### src/rtl/trigtimer_pkg.sv
// Shared encodings for the trigger timer register slave: FSM states,
// CTRL bit positions, DATA register length and default bus addresses.
package trigtimer_pkg;

    typedef enum logic [1:0] {
        ST_IDLE  = 2'd0,
        ST_ARMED = 2'd1,
        ST_HIGH  = 2'd2,
        ST_DONE  = 2'd3
    } state_t;

    localparam int CTRL_ARM = 0;
    localparam int CTRL_CLR = 1;
    localparam int CTRL_OVF = 2;

    localparam int DATA_LEN = 8;

    localparam logic [5:0] ADDR_CTRL_DEF = 6'd50;
    localparam logic [5:0] ADDR_DATA_DEF = 6'd51;

endpackage

### src/rtl/sync_edge_det.sv
// Multi-flop synchronizer for an asynchronous level, followed by a history
// flop so rising and falling edges are detected on the synchronized signal.
module sync_edge_det #(
    parameter int SYNC_STAGES = 2
) (
    input  logic clk,
    input  logic reset_n,
    input  logic din,
    output logic level,
    output logic rise,
    output logic fall
);

    logic [SYNC_STAGES-1:0] sync_q;
    logic                   hist_q;

    // Shift the raw input through the synchronizer chain, then keep one
    // cycle of history of the synchronized level.
    always_ff @(posedge clk or negedge reset_n) begin
        if (!reset_n) begin
            sync_q <= '0;
            hist_q <= 1'b0;
        end else begin
            sync_q <= {sync_q[SYNC_STAGES-2:0], din};
            hist_q <= sync_q[SYNC_STAGES-1];
        end
    end

    assign level = sync_q[SYNC_STAGES-1];
    assign rise  = level & ~hist_q;
    assign fall  = ~level & hist_q;

endmodule

### src/rtl/reg_trigtimer.sv
// Register-bus slave that measures arm-to-trigger delay and the high time of
// the first trigger pulse, both in clk cycles, with saturating counters and a
// snapshot shadow so multi-byte reads of the result are never torn.
module reg_trigtimer
    import trigtimer_pkg::*;
#(
    parameter logic [5:0] ADDR_CTRL   = ADDR_CTRL_DEF,
    parameter logic [5:0] ADDR_DATA   = ADDR_DATA_DEF,
    parameter int         SYNC_STAGES = 2
) (
    input  logic        clk,
    input  logic        reset_n,
    input  logic [5:0]  reg_address,
    input  logic [15:0] reg_bytecnt,
    input  logic [7:0]  reg_datai,
    output logic [7:0]  reg_datao,
    input  logic [15:0] reg_size,
    input  logic        reg_read,
    input  logic        reg_write,
    input  logic        reg_addrvalid,
    input  logic [5:0]  reg_hypaddress,
    output logic [15:0] reg_hyplen,
    input  logic        trigger_i,
    output logic        busy_o,
    output logic        done_o
);

    // Saturating increment: holds at all-ones instead of wrapping.
    function automatic logic [31:0] sat_inc(input logic [31:0] v);
        return (v == 32'hFFFF_FFFF) ? v : v + 32'd1;
    endfunction

    state_t      state_q, state_d;
    logic [31:0] delay_cnt, delay_d;
    logic [31:0] width_cnt, width_d;
    logic        ovf_q, ovf_d;
    logic        done_d;
    logic [63:0] shadow_q;
    logic        trig_level, trig_rise, trig_fall;

    logic        ctrl_wr;
    logic        rd_ctrl, rd_data;
    logic [63:0] snap;
    logic [7:0]  datao_d;
    logic [15:0] hyplen_d;

    logic        unused_ok;
    assign unused_ok = ^{reg_size, reg_datai[7:2], trig_level};

    sync_edge_det #(
        .SYNC_STAGES(SYNC_STAGES)
    ) u_sync (
        .clk    (clk),
        .reset_n(reset_n),
        .din    (trigger_i),
        .level  (trig_level),
        .rise   (trig_rise),
        .fall   (trig_fall)
    );

    assign ctrl_wr = reg_write & reg_addrvalid & (reg_address == ADDR_CTRL) &
                     (reg_bytecnt == 16'd0);

    // Next-state and counter update; clear beats arm, and both override the FSM.
    always_comb begin
        state_d = state_q;
        delay_d = delay_cnt;
        width_d = width_cnt;
        ovf_d   = ovf_q;
        done_d  = 1'b0;
        if (ctrl_wr && reg_datai[CTRL_CLR]) begin
            state_d = ST_IDLE;
            delay_d = '0;
            width_d = '0;
            ovf_d   = 1'b0;
        end else if (ctrl_wr && reg_datai[CTRL_ARM]) begin
            state_d = ST_ARMED;
            delay_d = '0;
            width_d = '0;
            ovf_d   = 1'b0;
        end else begin
            case (state_q)
                ST_ARMED: begin
                    // The rise cycle itself still counts toward delay.
                    delay_d = sat_inc(delay_cnt);
                    if (delay_d == 32'hFFFF_FFFF) ovf_d = 1'b1;
                    if (trig_rise) begin
                        state_d = ST_HIGH;
                        width_d = 32'd1;
                    end
                end
                ST_HIGH: begin
                    if (trig_fall) begin
                        state_d = ST_DONE;
                        done_d  = 1'b1;
                    end else begin
                        width_d = sat_inc(width_cnt);
                        if (width_d == 32'hFFFF_FFFF) ovf_d = 1'b1;
                    end
                end
                default: ;
            endcase
        end
    end

    // Measurement state, counters and the registered done pulse.
    always_ff @(posedge clk or negedge reset_n) begin
        if (!reset_n) begin
            state_q   <= ST_IDLE;
            delay_cnt <= '0;
            width_cnt <= '0;
            ovf_q     <= 1'b0;
            done_o    <= 1'b0;
        end else begin
            state_q   <= state_d;
            delay_cnt <= delay_d;
            width_cnt <= width_d;
            ovf_q     <= ovf_d;
            done_o    <= done_d;
        end
    end

    assign busy_o = (state_q == ST_ARMED) || (state_q == ST_HIGH);

    // Read mux: byte 0 of DATA takes a fresh snapshot, later bytes use the shadow.
    always_comb begin
        rd_ctrl  = reg_read & reg_addrvalid & (reg_address == ADDR_CTRL);
        rd_data  = reg_read & reg_addrvalid & (reg_address == ADDR_DATA);
        snap     = (reg_bytecnt == 16'd0) ? {width_cnt, delay_cnt} : shadow_q;
        datao_d  = 8'h00;
        if (rd_ctrl) begin
            datao_d = {5'b00000, ovf_q, state_q};
        end else if (rd_data && (reg_bytecnt < 16'(DATA_LEN))) begin
            datao_d = snap[{reg_bytecnt[2:0], 3'b000} +: 8];
        end
        hyplen_d = 16'd0;
        if (reg_hypaddress == ADDR_CTRL)      hyplen_d = 16'd1;
        else if (reg_hypaddress == ADDR_DATA) hyplen_d = 16'(DATA_LEN);
    end

    // Registered bus outputs and the snapshot shadow.
    always_ff @(posedge clk or negedge reset_n) begin
        if (!reset_n) begin
            reg_datao  <= 8'h00;
            reg_hyplen <= 16'd0;
            shadow_q   <= '0;
        end else begin
            reg_datao  <= datao_d;
            reg_hyplen <= hyplen_d;
            if (rd_data && (reg_bytecnt == 16'd0)) shadow_q <= {width_cnt, delay_cnt};
        end
    end

endmodule
### config.mk
export PLATFORM = sky130hd
export DESIGN_NAME = reg_trigtimer
export DESIGN_NICKNAME = d
export VERILOG_FILES = /design/src/rtl/trigtimer_pkg.sv /design/src/rtl/sync_edge_det.sv /design/src/rtl/reg_trigtimer.sv
export SDC_FILE = /design/constraint.sdc
export NUM_CORES = 1
export LEC_CHECK = 0
export BUFFER_PORTS_ARGS = -buffer_cell sky130_fd_sc_hd__buf_4
export CORE_AREA = 2 2 126 128
export CTS_BUF_LIST = sky130_fd_sc_hd__clkbuf_8
export CTS_CLUSTER_DIAMETER = 120
export DETAILED_ROUTE_END_ITERATION = 12
export DIE_AREA = 0 0 128 130
export HOLD_SLACK_MARGIN = 0.15
export PLACE_DENSITY = 0.78
export RECOVER_POWER = 100
export SYNTH_ARGS = -nofsm -noshare
export SYNTH_HDL_FRONTEND = slang
export SYNTH_SLANG_ARGS = --single-unit
### constraint.sdc
create_clock -name clk -period 3 [get_ports clk]
set_input_delay 0.3 -clock clk [delete_from_list [all_inputs] [get_ports clk]]
set_output_delay 0.3 -clock clk [all_outputs]
set_load 0.02 [all_outputs]
Word-level counts from Yosys, hierarchy flattened:

Index checks and enable logic that the tools add are counted.

* add/subtract/negate cells: 2
* multipliers: 0
* div/mod/pow operators: 0
* magnitude comparators: 1
* equal/unequal tests: 15
* shift-type cells: 1
* multiplexer cells: 30
* bitwise operators: 10
* reductions and logical operators: 11

Operator list (number)
* 2-to-1 mux 32 bit: 9
* == test 32 bit (second input constant): 4
* adder 32 x 1 -> 32 bit (second input constant): 2
* 2-to-1 mux 64 bit: 1
* one-hot mux 32 bit (2 select lines): 1
* variable part select 64 x 7 -> 8 bit: 1
* == test 6 bit (second input constant): 4
* inequality test 4 bit (second input constant): 5
* zero test 16 bit: 1
* less-than comparator 16 x 4 -> 1 bit (second input constant): 1
* 2-to-1 mux 8 bit: 2
* 2-to-1 mux 1 bit: 9
* bitwise AND 1 bit: 8
* 2-to-1 mux 2 bit: 4
* 2-to-1 mux 4 bit: 2
* AND reduction 3 bit: 2
* logical AND 1 bit: 4
* one-hot mux 2 bit (2 select lines): 1
* AND reduction 4 bit: 1
* nonzero test 4 bit: 1
* nonzero test 3 bit: 1
* == test 2 x 1 -> 1 bit (second input constant): 1
* == test 2 bit (second input constant): 1
* NOT 1 bit: 2
* 2 further kinds: 2

* flip-flop bits (word level): 159
* bits in latches: 0
* RAM bits: 0
* bits in read-only memories: 0
* input bits: 58
* output and inout bits: 26
* logic and storage cells: 80
* memories kept: 0

Logic depth before layout (Yosys ltp):

Gate-level depths: netlist of the first run.

* depth in word-level cells: 8
* mapped depth: 12
* depth with buffers taken out: 9

Hierarchy:

From an unflattened synthesis of the first run, not the netlist that was laid out.

* cell total of the unflattened synthesis: 856
* area, all modules: 8510.7 um2

By module, submodules not included
* reg_trigtimer: times used 1, cells each 851, area an instance 8420.6 um2
* sync_edge_det: times used 1, cells each 5, area an instance 90.1 um2

Least setup slack after synthesis of the first run:

No wires, ideal clock.

* path kind: reg-to-reg
* start: reg width_cnt[1]
* end: reg ovf_q
* library setup time: 0.087 ns
* arrival time: 2.895 ns
* data required time: 2.913 ns
* path slack: 0.018 ns
* stages on the path, launching flop included: 11
* path buffers: 1
* cell sequence: dfrtp_1 ha_1 buf_2 nand3_4 nor4_4 nand4_2 or3_4 a2111oi_4 o2111ai_1 or4_1 a211oi_2

* cells in the longest elaborated chain, start to end: 5
* elaborated cells between the ends (all ways): 6

RTL lines
* from (decl): line reg_trigtimer.sv:35 `logic [31:0] width_cnt, width_d;`
* from (signal assigned): line reg_trigtimer.sv:117 `width_cnt <= width_d;`
* adder 32 x 1 -> 32 bit or == test 32 bit (tied branches): line reg_trigtimer.sv:30 `return (v == 32'hFFFF_FFFF) ? v : v + 32'd1;`
* 2-to-1 mux 32 bit (*): line reg_trigtimer.sv:30
* == test 32 bit (*): line reg_trigtimer.sv:98 `if (width_d == 32'hFFFF_FFFF) ovf_d = 1'b1;`
* inequality test 4 bit (no line) (*)
* AND reduction 4 bit (no line) (*)
* to (signal assigned): line reg_trigtimer.sv:118 `ovf_q <= ovf_d;`
* to (decl): line reg_trigtimer.sv:36 `logic ovf_q, ovf_d;`

Every way passes the cells marked *; elsewhere a longest branch is shown, timed or not.
A chain may end at the register's enable or synchronous reset.

Worst setup path in the final report of the first run:

* start: reg width_cnt[0]
* end: reg ovf_q

Same word-level chain as after synthesis.

==> results of run 1 <==
-- flip-flops by register name, indices dropped and copies added, names as in the netlist --
| register | cells |
|---|---|
| delay_cnt | 32 |
| done_o | 1 |
| ovf_q | 1 |
| reg_datao | 8 |
| reg_hyplen | 2 |
| shadow_q | 64 |
| state_q | 2 |
| u_sync.hist_q | 1 |
| u_sync.sync_q | 2 |
| width_cnt | 32 |
-- cells by family (layout without fill, tap and decap cells) --
| logic type | Yosys count | after routing | synth area share [%] |
|---|---|---|---|
| multiplexers | 74 | 74 | 11.7 |
| flip-flops | 145 | 145 | 43.2 |
| other | 1 | 14 | 0.0447 |
| AND/OR/NAND/NOR | 336 | 336 | 21.1 |
| adder cells (fa/ha/maj) | 4 | 4 | 0.597 |
| AO/OA/AOI/OAI | 178 | 178 | 14.0 |
| XOR/XNOR | 37 | 37 | 3.86 |
| buffers and inverters | 101 | 202 | 5.52 |
-- critical path: stages, from the launching register on --
cell      delay, ns
dfrtp_1        0.40
ha_4           0.18
nand3_4        0.09
nor4_4         0.40
nand4_2        0.14
buf_4          0.19
xnor2_2        0.16
o21ai_0        0.10
or4_1          0.53
or4_4          0.44
a211oi_2       0.22
-- final cells by class --
cell class | instances | area, µm² | area share (%)
multi-input cells | 643 | 4400 | 44.7
flip-flops and latches | 145 | 3630 | 36.8
repair buffers | 156 | 1110 | 11.3
clock buffers | 22 | 303 | 3.07
well taps | 192 | 240 | 2.44
clock inverters | 8 | 104 | 1.05
inverters | 16 | 60.1 | 0.610
-- what timing repair did --
| action | in CTS | in global routing |
|---|---|---|
| hold buffers | 9 | 0 |
| hold endpoints to repair | 74 | 0 |
| pin swaps | 1 | 5 |
| resized for setup | 3 | 10 |
| endpoints found under the setup margin | 1 | 1 |
| setup buffers | 1 | 2 |
-- power groups by stage --
stage               Sequential [mW]  Combinational (mW)  Clock [mW]
detailed placement             2.05               0.715           0
global placement               2.04               0.702           0
floorplan                      2.04               0.440           0
global route                   2.02               0.795        1.69
CTS                            2.01               0.745        1.60
finish                         2.01               0.730        1.59
-- how the worst min path moves through the flow --
stage / to / start
2_1_floorplan: delay_cnt[0] / reset_n
3_3_place_gp: u_sync.sync_q[1] / u_sync.sync_q[0]
3_5_place_dp: u_sync.sync_q[1] / u_sync.sync_q[0]
4_1_cts: reg_datao[1] / reg_read
5_1_grt: reg_datao[1] / reg_read
6_report: reg_datao[1] / reg_read
-- per-layer routing --
| metal | wire [µm] | global-route usage, % |
|---|---|---|
| met5 | 10 | 0 |
| met4 | 629 | 11.3 |
| met3 | 2250 | 8.24 |
| met2 | 10400 | 43.3 |
| met1 | 10000 | 39.6 |
-- synth_stat cells (8+ instances only) --
cell type	number	area share (%)
mux2_2	47	6.3
and3_1	11	0.82
a21oi_1	38	2.3
nor4_1	11	0.82
and4_1	14	1.5
o31ai_1	11	0.98
mux4_2	14	3.8
buf_4	17	1.5
a21o_1	9	0.81
o22a_1	23	2.4
xor2_1	20	2.1
a31oi_1	12	0.89
clkbuf_1	46	2.1
nand4_1	28	2.1
nor3_1	10	0.60
nand2_1	102	4.6
or4_1	8	0.72
nand3_1	28	1.7
nor2_1	88	3.9
mux2i_1	9	1.1
buf_2	16	0.95
dfrtp_1	145	43
xnor2_1	17	1.8
inv_1	16	0.72
o21ai_0	51	3.0
-- metrics by stage --
stage / hold WS, ns / instance area [µm²]
after floorplan: 0.00441 / 8440
after global placement: 0.337 / 9420
after detailed placement: 0.338 / 9420
after CTS: 0.257 / 9940
after global routing: 0.302 / 9850
final: 0.267 / 9850
==> qor.csv, run 1 <==
stage,metric,value,unit
power_and_ir_drop,power density cells,440,nW/µm²
layout,# fillers,1243,
route,DR vias/cell,6.24,
sta,relative slew slack,-20.6,%
layout,count of non-filler cells in the finished layout,1182,
route,Initial DRT Pass Iterations,5,
yosys,top_reg_cell synth,dfrtp_1,
run,number of max-cap violations,1,
yosys,ys async rst share,100,%
sta,RSZ-0062 raised after global routing,true,
critical_path,Reg2Reg Launch Point,width_cnt[0],
sta,final setup vio count,0,
die,DIE AREA,16600,µm²
yosys,"Warnings, synthesis",0,
sta,Worst-Margin Slew,1.81,ns
critical_path,reg-to-reg critical path endpoint,ovf_q,
critical_path,r2r setup slk,0.05,ns
critical_path,CP Launch Type,flop,
yosys,Post-Syn Area per Cell,9.58,µm²
place,GPL Wtd Cong,0.988,
cts,clk_lat worst skew,0.47,ns
sta,"Min Clock Period, post-route",2.95,ns
critical_path,crit path capture type,flop,
layout,layout cells sized above 1,24.8,%
global_route,pin count of the biggest net entering global routing,73,
yosys,Synth cell types,62,
cts,CTS tree,yes,
power_and_ir_drop,clock group share of total power,36.7,%
cts,clock slew at reported path FFs,0.08,ns
route,Vias,7372,
place,Post-DP HPWL,16.5,mm
sta,Setup WS post-layout,0.0536,ns
power_and_ir_drop,Sw Share,29.2,%
critical_path,worst path required time,3.39,ns
power_and_ir_drop,"Power, Total",4.33,mW
global_route,first-pass GRT wire length,36.3,mm
critical_path,CP Max Fanout,4,
yosys,"Seq/Total Area, Yosys",43.2,%
yosys,Yosys reg bits,145,
cts,H-Tree Depth,4,
yosys,Mapped Cells,876,
die,Ports,84,
sta,maximum clock frequency,339,MHz
power_and_ir_drop,Seq pwr share,46.5,%
critical_path,worst setup path class,flop to flop,
power_and_ir_drop,net switching power,1.27,mW
cts,clock buffer depth,2,
layout,"commonest non-fill, non-tap cell in the layout",dfrtp_1,
route,DRT antenna net count,0,
sta,Slew Limit Fails,73,
route,WL/cell,19.7,µm
power_and_ir_drop,combinational share of power,16.9,%
global_route,global route total overflow,0,
global_route,vias in the first global route,6900,
route,total wire length,23.3,mm
layout,Layout Utilization,63.9,%
hold_path,path category of the worst min-delay check,input pin to flop,
route,# DRC,0,
hold_path,Hold Path Stages,5,
power_and_ir_drop,Lkg Pwr,4.49,nW
die,DIE WIDTH,128,µm
sta,setup_tns,0,ns
critical_path,CP endpoint,ovf_q,
cts,Root Buffer,clkbuf_8,
layout,"commonest cells after routing, fill and taps aside","dfrtp_1, buf_4, nand2_1",
yosys,Synth Cell Area,8390,µm²
yosys,"EDFF count, synth",0,
critical_path,CP arrival,3.33,ns
power_and_ir_drop,Worst VDD drop,299,µV
global_route,gr usage total,28.7,%
sta,"Hold Vio Cnt, Final",0,
route,DRT iter0 DRCs,889,
layout,Area Growth Syn to Fin,17.4,%
place,Cells after DPL,1140,
power_and_ir_drop,Int Pwr,3.07,mW
critical_path,FF-to-FF path depth,10,
critical_path,CP startpoint,width_cnt[0],
layout,ant diodes,0,
die,area of the core,15400,µm²
cts,# clock sinks,145,
die,Die Y,130,µm
status,failing checks,"capacitance limit, slew limit",
cts,total CTS buffers,17,
sta,Layout Skew,0.0123,ns
sta,Tcrit/Tclk final,98.2,%
global_route,initial antenna violation count,3,
status,outcome,finished with violations,
layout,nets,1041,
place,Setup WS pre-CTS,-0.0297,ns
place,Port Buffers,47,
die,Initial Util,54.4,%
die,FP Rows,46,
No activity file was read; power rests on OpenSTA's default activity.
==> inputs of run 2 (changes only) <==
--- a/config.mk
+++ b/config.mk
@@ -5,14 +5,15 @@
 export SDC_FILE = /design/constraint.sdc
 export NUM_CORES = 1
 export LEC_CHECK = 0
+export ABC_AREA = 1
 export BUFFER_PORTS_ARGS = -buffer_cell sky130_fd_sc_hd__buf_4
-export CORE_AREA = 2 2 126 128
+export CORE_AREA = 2 2 130 132
 export CTS_BUF_LIST = sky130_fd_sc_hd__clkbuf_8
 export CTS_CLUSTER_DIAMETER = 120
 export DETAILED_ROUTE_END_ITERATION = 12
-export DIE_AREA = 0 0 128 130
+export DIE_AREA = 0 0 132 134
 export HOLD_SLACK_MARGIN = 0.15
-export PLACE_DENSITY = 0.78
+export PLACE_DENSITY = 0.77
 export RECOVER_POWER = 100
 export SYNTH_ARGS = -nofsm -noshare
 export SYNTH_HDL_FRONTEND = slang
==> constraint.sdc (replaced) <==
create_clock -name clk -period 2.4 [get_ports clk]
set_input_delay 0.24 -clock clk [delete_from_list [all_inputs] [get_ports clk]]
set_output_delay 0.24 -clock clk [all_outputs]
set_load 0.02 [all_outputs]
==> run 2 against run 1 <==
  * The run now ends clean
  * Final area is 4.4% higher
  * Synthesized area is 6.1% higher
  * Utilization is 0.75 points lower
  * Worst setup slack better by 0.011 ns
  * Via count is 19% higher
  * Combinational power is 19% higher
  * Critical endpoint is now width_cnt[5]
  * Highest routed layer is now met4
==> qor.csv, run 2 <==
stage,metric,value,unit
route,DR vias/cell,5.47,
route,total wire length,25.6,mm
critical_path,crit path capture type,flop,
yosys,Post-Syn Area per Cell,7.02,µm²
power_and_ir_drop,clock group share of total power,38.7,%
status,outcome,"finished, final reports clean",
layout,# fillers,1508,
place,Post-DP HPWL,18.8,mm
die,FP Rows,47,
place,Port Buffers,47,
layout,Area Growth Syn to Fin,15.4,%
layout,ant diodes,0,
route,DRT iter0 DRCs,815,
power_and_ir_drop,Seq pwr share,45.5,%
cts,H-Tree Depth,4,
global_route,first-pass GRT wire length,42.0,mm
sta,hold slack,0.188,ns
power_and_ir_drop,power density cells,535,nW/µm²
sta,"Hold Vio Cnt, Final",0,
route,Vias,8749,
global_route,initial antenna violation count,0,
yosys,Synth area leaders,"dfrtp_1, nand2_1, o21ai_0",
yosys,top_reg_cell synth,dfrtp_1,
power_and_ir_drop,Sw Share,30.1,%
critical_path,worst path required time,2.79,ns
yosys,"Seq/Total Area, Yosys",40.7,%
sta,RSZ-0062 raised after global routing,true,
global_route,gr usage total,30.2,%
die,Ports,84,
route,DRT antenna net count,0,
critical_path,CP arrival,2.73,ns
sta,final setup vio count,0,
die,Initial Util,54.7,%
cts,clock buffer depth,2,
cts,Root Buffer,clkbuf_8,
yosys,Yosys reg bits,145,
critical_path,worst setup path class,input pin to flop,
sta,Layout Skew,0.0101,ns
layout,Top reg by flops,shadow_q,
route,WL/cell,16.0,µm
power_and_ir_drop,Lkg Pwr,5.22,nW
sta,Tcrit/Tclk final,97.3,%
cts,CTS tree,yes,
die,Die Y,134,µm
die,DIE AREA,17700,µm²
yosys,biggest area consumer among synthesized cells,dfrtp_1,
sta,relative slew slack,30.0,%
layout,"commonest cells after routing, fill and taps aside","nand2_1, dfrtp_1, nor2_1",
cts,clock slew at reported path FFs,0.09,ns
critical_path,Crit path top cell by count,nand2_2,
critical_path,cell chain of the critical path,dlygate4sd3_1 -> clkbuf_2 -> nor2_4 -> nand2_2 -> nor2_8 -> nand2_2 -> nor2_4 -> nor2_8 -> nand2_8 -> inv_4 -> nand2_2 -> nand2_4 -> clkinv_4 -> nand2_2 -> a21oi_1 -> o21bai_1,
sta,Slew Limit Fails,0,
yosys,Mapped Cells,1268,
cts,total CTS buffers,17,
layout,Reg area,3630,µm²
critical_path,CP Launch Type,input pin,
yosys,"Warnings, synthesis",0,
hold_path,path category of the worst min-delay check,input pin to flop,
layout,largest registers,"shadow_q: 64 flops, delay_cnt: 32 flops, width_cnt: 32 flops",
critical_path,CP max stage delay,0.53,ns
layout,layout cells sized above 1,14.1,%
sta,setup_tns,0,ns
critical_path,family with the most delay on the worst path,simple AND/OR/NAND/NOR gates,
power_and_ir_drop,Worst VDD drop,465,µV
yosys,Synth Cell Area,8900,µm²
yosys,"top cells by count, synth","nand2_1, dfrtp_1, nor2_1",
yosys,Synth cell types,45,
cts,clk_lat worst skew,0.46,ns
die,area of the core,16300,µm²
layout,max reg flops,64,
sta,Worst-Margin Slew,1.05,ns
power_and_ir_drop,combinational share of power,15.9,%
critical_path,CP Max Fanout,27,
yosys,ys async rst share,100,%
die,DIE WIDTH,132,µm
cts,# clock sinks,145,
critical_path,Buffers & Inverters on Critical Path,4,
sta,maximum clock frequency,428,MHz
yosys,"count leader, synth",nand2_1,
place,GPL Wtd Cong,1.00,
layout,Layout Utilization,63.1,%
critical_path,Slowest cell on crit path,dlygate4sd3_1,
yosys,post-synth top area share,40.7,%
power_and_ir_drop,net switching power,1.65,mW
route,Initial DRT Pass Iterations,8,
layout,multi-input logic area,4620,µm²
global_route,global route total overflow,0,
yosys,"EDFF count, synth",0,
global_route,vias in the first global route,8289,
route,# DRC,0,
layout,"commonest non-fill, non-tap cell in the layout",nand2_1,
power_and_ir_drop,Int Pwr,3.85,mW
global_route,pin count of the biggest net entering global routing,89,
cts,postcts setup bufs,0,
run,number of max-cap violations,0,
layout,nets,1429,
sta,"Min Clock Period, post-route",2.34,ns
run 2: cell count changes in the layout (fill, tap and decap cells not counted), moves of 30 or more:
cell	delta
o21ai_0	+69
mux2_2	-47
nand2_1	+330
o21ai_1	+30
nor2_1	+43
inv_1	+80
nand3_1	+62
run 2: through the flow:
step	power [mW]	instances	setup slack, ns	cell area [µm²]
after floorplan	3.13	1281	0.354	8950
after global placement	3.42	1560	0.0781	9850
after detailed placement	3.44	1560	0.0524	9850
after CTS	5.56	1600	0.0517	10400
after global routing	5.70	1600	-0.122	10300
final	5.50	1600	0.0649	10300
run 2: power by group through the flow:
stage / clock network [mW] / registers, mW / logic, mW
floorplan: 0 / 2.56 / 0.570
global placement: 0 / 2.55 / 0.875
detailed placement: 0 / 2.55 / 0.888
CTS: 2.16 / 2.50 / 0.902
global route: 2.24 / 2.51 / 0.950
finish: 2.13 / 2.50 / 0.872
run 2: timing repair:
item	CTS	global route
setup endpoints to repair	1	2
gates resized for setup	1	7
endpoints found under the hold margin	151	0
hold buffers	8	0
run 2: cell families after synthesis:
family	Yosys count	share of synthesized area [%]
other	1	0.0421
AO/OA/AOI/OAI	221	13.8
AND/OR/NAND/NOR	709	34.1
buffers and inverters	164	8.32
flip-flops	145	40.7
multiplexers	1	0.112
XOR/XNOR	23	2.26
adder cells (fa/ha/maj)	4	0.562
run 2: layer usage:
| layer | vias up | global-route usage, % | wire (µm) | part of all wire (%) |
|---|---|---|---|---|
| li1 | 4270 | - | - | - |
| met1 | 4117 | 41.9 | 11500 | 45 |
| met2 | 326 | 48.5 | 11700 | 46 |
| met3 | 36 | 6.20 | 2020 | 7.9 |
| met4 | 0 | 8.21 | 363 | 1.4 |
| met5 | - | 0 | 0 | 0 |
run 2: final timing paths:
check | from | slack (ns) | to | cells after the start
setup reg to reg | delay_cnt[0] | 0.06 | ovf_q | 18
min in group asynchronous | reset_n | 0.49 | shadow_q[29] | 2
max in group asynchronous | reset_n | 0.38 | width_cnt[8] | 3
setup / recovery | reg_bytecnt[2] | 0.06 | width_cnt[5] | 16
hold reg to reg | u_sync.sync_q[0] | 0.36 | u_sync.sync_q[1] | 0
hold / removal | reg_datai[1] | 0.19 | state_q[0] | 4
run 2: worst reg2reg max path, delay by kind of cell, from the launching register on:
kind	cells	cell delay [ns]
flops	1	0.37
fa+ha+maj	1	0.23
buf+inv	2	0.22
simple gates	14	1.30
compound gates	1	0.13
run 2: layout make-up:
| type | count | share of cell area [%] |
|---|---|---|
| repair buffers | 127 | 9.03 |
| inverters | 104 | 3.87 |
| clock buffers | 17 | 2.28 |
| clock inverters | 15 | 1.89 |
| flip-flops and latches | 145 | 35.3 |
| well taps | 220 | 2.68 |
| multi-input cells | 972 | 45.0 |
